$ cat config.mk
export PLATFORM = sky130hd
export DESIGN_NAME = fetch_sequencer
export DESIGN_NICKNAME = d
export VERILOG_FILES = /design/src/rtl/mips_pkg.sv /design/src/rtl/fd_pipe_reg.sv /design/src/rtl/fetch_sequencer.sv
export SDC_FILE = /design/constraint.sdc
export NUM_CORES = 1
export LEC_CHECK = 0
export ABC_AREA = 1
export CAP_MARGIN = 10
export CORE_ASPECT_RATIO = 0.5
export CORE_UTILIZATION = 50
export CTS_CLUSTER_DIAMETER = 100
export DETAILED_ROUTE_END_ITERATION = 8
export PLACE_DENSITY = 0.87
export SETUP_SLACK_MARGIN = 0.15
export SLEW_MARGIN = 20
export SYNTH_ARGS = -nofsm -noshare
export SYNTH_HDL_FRONTEND = slang
export SYNTH_SLANG_ARGS = --single-unit
$ cat constraint.sdc
create_clock -name clk -period 4.3 [get_ports clk]
set_clock_uncertainty 0.2 [all_clocks]
set_input_delay 0.86 -clock clk [delete_from_list [all_inputs] [get_ports clk]]
set_output_delay 0.86 -clock clk [all_outputs]
set_load 0.01 [all_outputs]
$ cat src/rtl/mips_pkg.sv
// rtl/mips_pkg.sv - shared constants and fetch state encoding for the MIPS pipeline
package mips_pkg;

    typedef logic [0:0] fetchState_t;

    localparam fetchState_t RUN     = 1'b0;
    localparam fetchState_t JR_WAIT = 1'b1;

    localparam logic [31:0] NOP_INSTR = 32'h0000_0000;
    localparam int unsigned PC_INC    = 4;

endpackage

$ cat src/rtl/fd_pipe_reg.sv
// rtl/fd_pipe_reg.sv - F->D pipeline register with hold, flush and valid tracking
module fd_pipe_reg
    import mips_pkg::*;
#(
    parameter int XLEN = 32
) (
    input  logic            clk,
    input  logic            rst,
    input  logic            hold,
    input  logic            flush,
    input  logic [31:0]     inInstr,
    input  logic [XLEN-1:0] inPcPlus4,
    input  logic            inValid,
    output logic [31:0]     outInstr,
    output logic [XLEN-1:0] outPcPlus4,
    output logic            outValid
);

    // Flush beats hold; an invalid load always writes a NOP so decode never sees stale bits
    always_ff @(posedge clk) begin
        if (rst) begin
            outInstr   <= NOP_INSTR;
            outPcPlus4 <= '0;
            outValid   <= 1'b0;
        end else if (flush) begin
            outInstr <= NOP_INSTR;
            outValid <= 1'b0;
        end else if (!hold) begin
            outInstr   <= inValid ? inInstr : NOP_INSTR;
            outPcPlus4 <= inPcPlus4;
            outValid   <= inValid;
        end
    end

endmodule

$ cat src/rtl/fetch_sequencer.sv
// rtl/fetch_sequencer.sv - PC register, next-PC selection, jr wait FSM and F->D register
module fetch_sequencer
    import mips_pkg::*;
#(
    parameter int               XLEN     = 32,
    parameter logic [XLEN-1:0]  RESET_PC = '0,
    parameter int               CNT_W    = 16
) (
    input  logic             clk,
    input  logic             rst,
    input  logic             stall_f,
    input  logic             stall_d,
    input  logic             branch_taken_d,
    input  logic [XLEN-1:0]  branch_target_d,
    input  logic             jump_d,
    input  logic             jr_d,
    input  logic             jr_ready_d,
    input  logic [XLEN-1:0]  jr_target_d,
    output logic [XLEN-1:0]  imem_addr,
    input  logic [31:0]      imem_rdata,
    output logic [31:0]      instr_d,
    output logic [XLEN-1:0]  pcplus4_d,
    output logic             valid_d,
    output logic             redirect,
    output logic [CNT_W-1:0] bubble_cnt
);

    fetchState_t     state;
    fetchState_t     stateNext;
    logic [XLEN-1:0] pcF;
    logic [XLEN-1:0] pcPlus4F;
    logic [XLEN-1:0] pcNext;
    logic [XLEN-1:0] jumpTarget;
    logic [XLEN-1:0] redirectTarget;
    logic            pcHold;
    logic            fdHold;
    logic            bubbleLoad;

    assign imem_addr  = pcF;
    assign pcPlus4F   = pcF + XLEN'(PC_INC);
    assign jumpTarget = {pcplus4_d[XLEN-1:28], instr_d[25:0], 2'b00};

    // Next-PC priority: pending/ready jr first, then branch, jump, fetch stall, sequential
    always_comb begin
        stateNext      = state;
        redirect       = 1'b0;
        redirectTarget = jr_target_d;
        pcHold         = 1'b0;
        fdHold         = stall_d;
        if (state == JR_WAIT) begin
            if (jr_ready_d) begin
                redirect  = 1'b1;
                stateNext = RUN;
            end else begin
                pcHold = 1'b1;
                fdHold = 1'b1;
            end
        end else if (valid_d && jr_d) begin
            if (jr_ready_d) begin
                redirect = 1'b1;
            end else begin
                stateNext = JR_WAIT;
                pcHold    = 1'b1;
                fdHold    = 1'b1;
            end
        end else if (valid_d && branch_taken_d) begin
            redirect       = 1'b1;
            redirectTarget = branch_target_d;
        end else if (valid_d && jump_d) begin
            redirect       = 1'b1;
            redirectTarget = jumpTarget;
        end else if (stall_f) begin
            pcHold = 1'b1;
        end
    end

    assign pcNext     = redirect ? redirectTarget : (pcHold ? pcF : pcPlus4F);
    // A bubble enters decode on a squash, or when fetch stalls while decode drains
    assign bubbleLoad = redirect || (!fdHold && stall_f);

    // PC register and jr wait state
    always_ff @(posedge clk) begin
        if (rst) begin
            pcF   <= RESET_PC;
            state <= RUN;
        end else begin
            pcF   <= pcNext;
            state <= stateNext;
        end
    end

    // Saturating count of bubbles written into the F->D register
    always_ff @(posedge clk) begin
        if (rst) begin
            bubble_cnt <= '0;
        end else if (bubbleLoad && (bubble_cnt != {CNT_W{1'b1}})) begin
            bubble_cnt <= bubble_cnt + CNT_W'(1);
        end
    end

    fd_pipe_reg #(
        .XLEN (XLEN)
    ) u_fdReg (
        .clk        (clk),
        .rst        (rst),
        .hold       (fdHold),
        .flush      (redirect),
        .inInstr    (imem_rdata),
        .inPcPlus4  (pcPlus4F),
        .inValid    (!stall_f),
        .outInstr   (instr_d),
        .outPcPlus4 (pcplus4_d),
        .outValid   (valid_d)
    );

endmodule
==> results.md <==
- # rows: 28
- M1 WL: 9360 µm
- Clock Tree Buf Depth: 2
- Grt total ovfl: 0
- Setup Buffers After CTS: 0
- Drt initial violations: 989
- Largest net degree at the start of global routing: 63
- Crit share post-route: a little over four fifths
- Worst-Skew Late Latency: 0.42 ns
- Least-Margin Pin Slew: approximately 0.92 ns
- Syn Std Cell Area: roughly 6300 µm²
- Vias in the first global route: about 7.1k
- Aggregate global-route resource usage: 34.6%
- Synth cell count leaders: nand2_1, nor2_1, dfxtp_1
- Slowest stage delay, CP: 0.49 ns
- DR WL/cell: 16.2 µm
- F_max: 279 MHz
- Antenna Nets Post-Route: 0
- Syn_area_per_cell: 6.17 µm²
- CTS tree: built
- Worst EP required: 3.24 ns
- IO buf count: between 200 and 250
- Static Leak: 3.52 nW
- Synth top area share: between 30% and 40%
- Routability cong.: roughly 0.97
- Ant. Diodes: 0
- Mux cell area share after synthesis: 0%
- Compound-gate portion of the synthesized area: between 10% and 20%
- Clk slew on worst S/H paths: ~0.060 ns
- Cell count after synthesis: about 1k
- Die X: ~160 µm
- Max IR drop VDD: 0.225 mV
- Setup repair after global routing missed its margin: false
- Die ar.: between 10000 and 15000 µm²
- Main combinational cell family by area after synthesis: simple AND/OR/NAND/NOR gates
- Register area share after synthesis: 36.2%
- Worst-path cell chain: clkdlybuf4s50_1, nand2_2, nand2_4, inv_2, nand2_1, buf_4, nand2_2, clkdlybuf4s50_1
- Crit path arrival time: between 2 and 3 ns
- Level count of the clock H-tree: 4
- Initial antenna violation count: 0
- Slowest-stage cell, CP: clkdlybuf4s50_1
- Max-Cap Viols: 0
- Io pins: 218
- Final setup TNS: 0 ns
- Final Hold Fails: 0
- Post-synth EDFFs: 0
- Dominant cell type by area after synthesis: dfxtp_1
- Top FF cell, synth: dfxtp_1
- Via Count: 7669
- Share of cells above drive strength 1: 5.17%
- Startpoint class of the critical path: input port
- Final Setup Violations: 0
- Slew Limit Fails: 0
- P&R area growth vs syn: 44.2%
- Met3 routed WL: 2100 µm
- HP Class: flip-flop to flip-flop
- Syn Nets: ~1.1k
- Critical path fanouts, max: 28
- Max-Slew Margin vs Limit: 38.5%
- First-pass GRT wire length: between 30000 and 40000 µm
- Initial core utilization: 52.3%
- Core area: 12100 µm²
- Met2 WL: 10600 µm
- Detailed Route WL: 22800 µm
- Total CTS buffers: 17
- Hold_ws: 0.264 ns
- Min Tclk post-route: 3.59 ns
- Clk sinks: 114
- Cts-stage hold buffer count: 0
- Number of synthesized register bits: 114
- PwrDens: 371 nW/µm²
- DIE HEIGHT: 81.4 µm
- FFs w/ async S/R, synth: 0%
- # DRC: 0
- Net count, final: 1332
- Max Used Layer: met4
- Most frequent cell after synthesis: nand2_1
- Synth area leaders: dfxtp_1, nand2_1, nor2_1, a21oi_1, nand3_1
- Vias per cell: 5.47
- # resized after CTS: 0
- Worst setup path class: input port to output pin
- Post-Synth XOR/XNOR Area: 3.06%
- Library cells used by synthesis: 31
- Syn. warnings: 0
- Synth Area in Adders: 0.397%
- Pre-Repair DR Iteration Count: 6
- Clock Tree Root: clkbuf_16
- Detailed placement HPWL: 16300 µm
- CP endpoint kind: output pin
- Simple-Gate Fraction of Synth Area: between 30% and 40%
- Status: completed
==> cells in the final DEF, fill, tap and decap left out, types with 15 or more instances in the layout <==
cell and count:
nand2_1 292, clkdlybuf4s50_1 216, nor2_1 180, dfxtp_1 114
a21oi_1 99, inv_1 87, nand3_1 75, o21ai_0 68
clkbuf_16 17, buf_4 15
==> report_power, final <==
part           internal, mW  switching [mW]  total [mW]
Combinational         0.370           0.442       0.811
Clock                 0.789           0.527        1.32
Sequential             1.15           0.100        1.25
==> worst paths after layout <==
check | startpoint | to | slack [ns] | depth (start not counted)
min reg2reg | u_fdReg.outPcPlus4[7] | u_fdReg.outPcPlus4[7] | 0.26 | 2
min | u_fdReg.outPcPlus4[7] | u_fdReg.outPcPlus4[7] | 0.26 | 2
max reg2reg | u_fdReg.outValid | imem_addr[12] | 1.84 | 5
max | jr_d | redirect | 0.71 | 8
==> kinds of logic (layout without fill, tap and decap cells) <==
kind of cell | Yosys count | in the layout
xor gates and xnor gates | 22 | 22
DFF | 114 | 114
buffers and inverters | 137 | 353
and+or+nand+nor | 568 | 568
AOI/OAI and AO/OA | 179 | 179
adders and majority gates | 2 | 2
==> worst max-delay path, delay by kind of cell <==
kind,cells,cell delay [ns]
and+or+nand+nor,4,0.48
buffers and inverters,4,1.19
==> layout make-up <==
cell class                      instances  area [µm²]
Sequential cell                       114        2280
Inverter                               90         338
Clock inverter                         13         114
Multi-Input combinational cell        771        3440
Fill cell                             971        2960
Tap cell                              165         206
Clock buffer                           18         429
Timing Repair Buffer                  232        2280
==> per-stage QoR <==
step | setup slack [ns] | total power, mW | instance area (µm²) | util [%] | instances
6_report | 0.712 | 3.37 | 9090 | 75.4 | 1403
3_5_place_dp | 0.724 | 2.05 | 8550 | 70.9 | 1372
2_1_floorplan | 1.73 | 1.66 | 6300 | - | 1022
3_3_place_gp | 0.736 | 2.03 | 8550 | 70.9 | 1372
5_1_grt | 0.619 | 3.51 | 9090 | 75.4 | 1403
4_1_cts | 0.723 | 3.36 | 9090 | 75.4 | 1403
==> registers in the layout, indices dropped and copies added (netlist names) <==
signal / flops
u_fdReg.outInstr: 32
u_fdReg.outValid: 1
state: 1
imem_addr: 32
bubble_cnt: 16
u_fdReg.outPcPlus4: 32
==> routing by layer <==
layer | up-vias | global-route usage, %
li1 | 3655 | -
met1 | 3513 | 43.2
met2 | 434 | 59.3
met3 | 67 | 7.87
met4 | 0 | 13.2
met5 | - | 0
No activity file was read; power rests on OpenSTA's default activity.
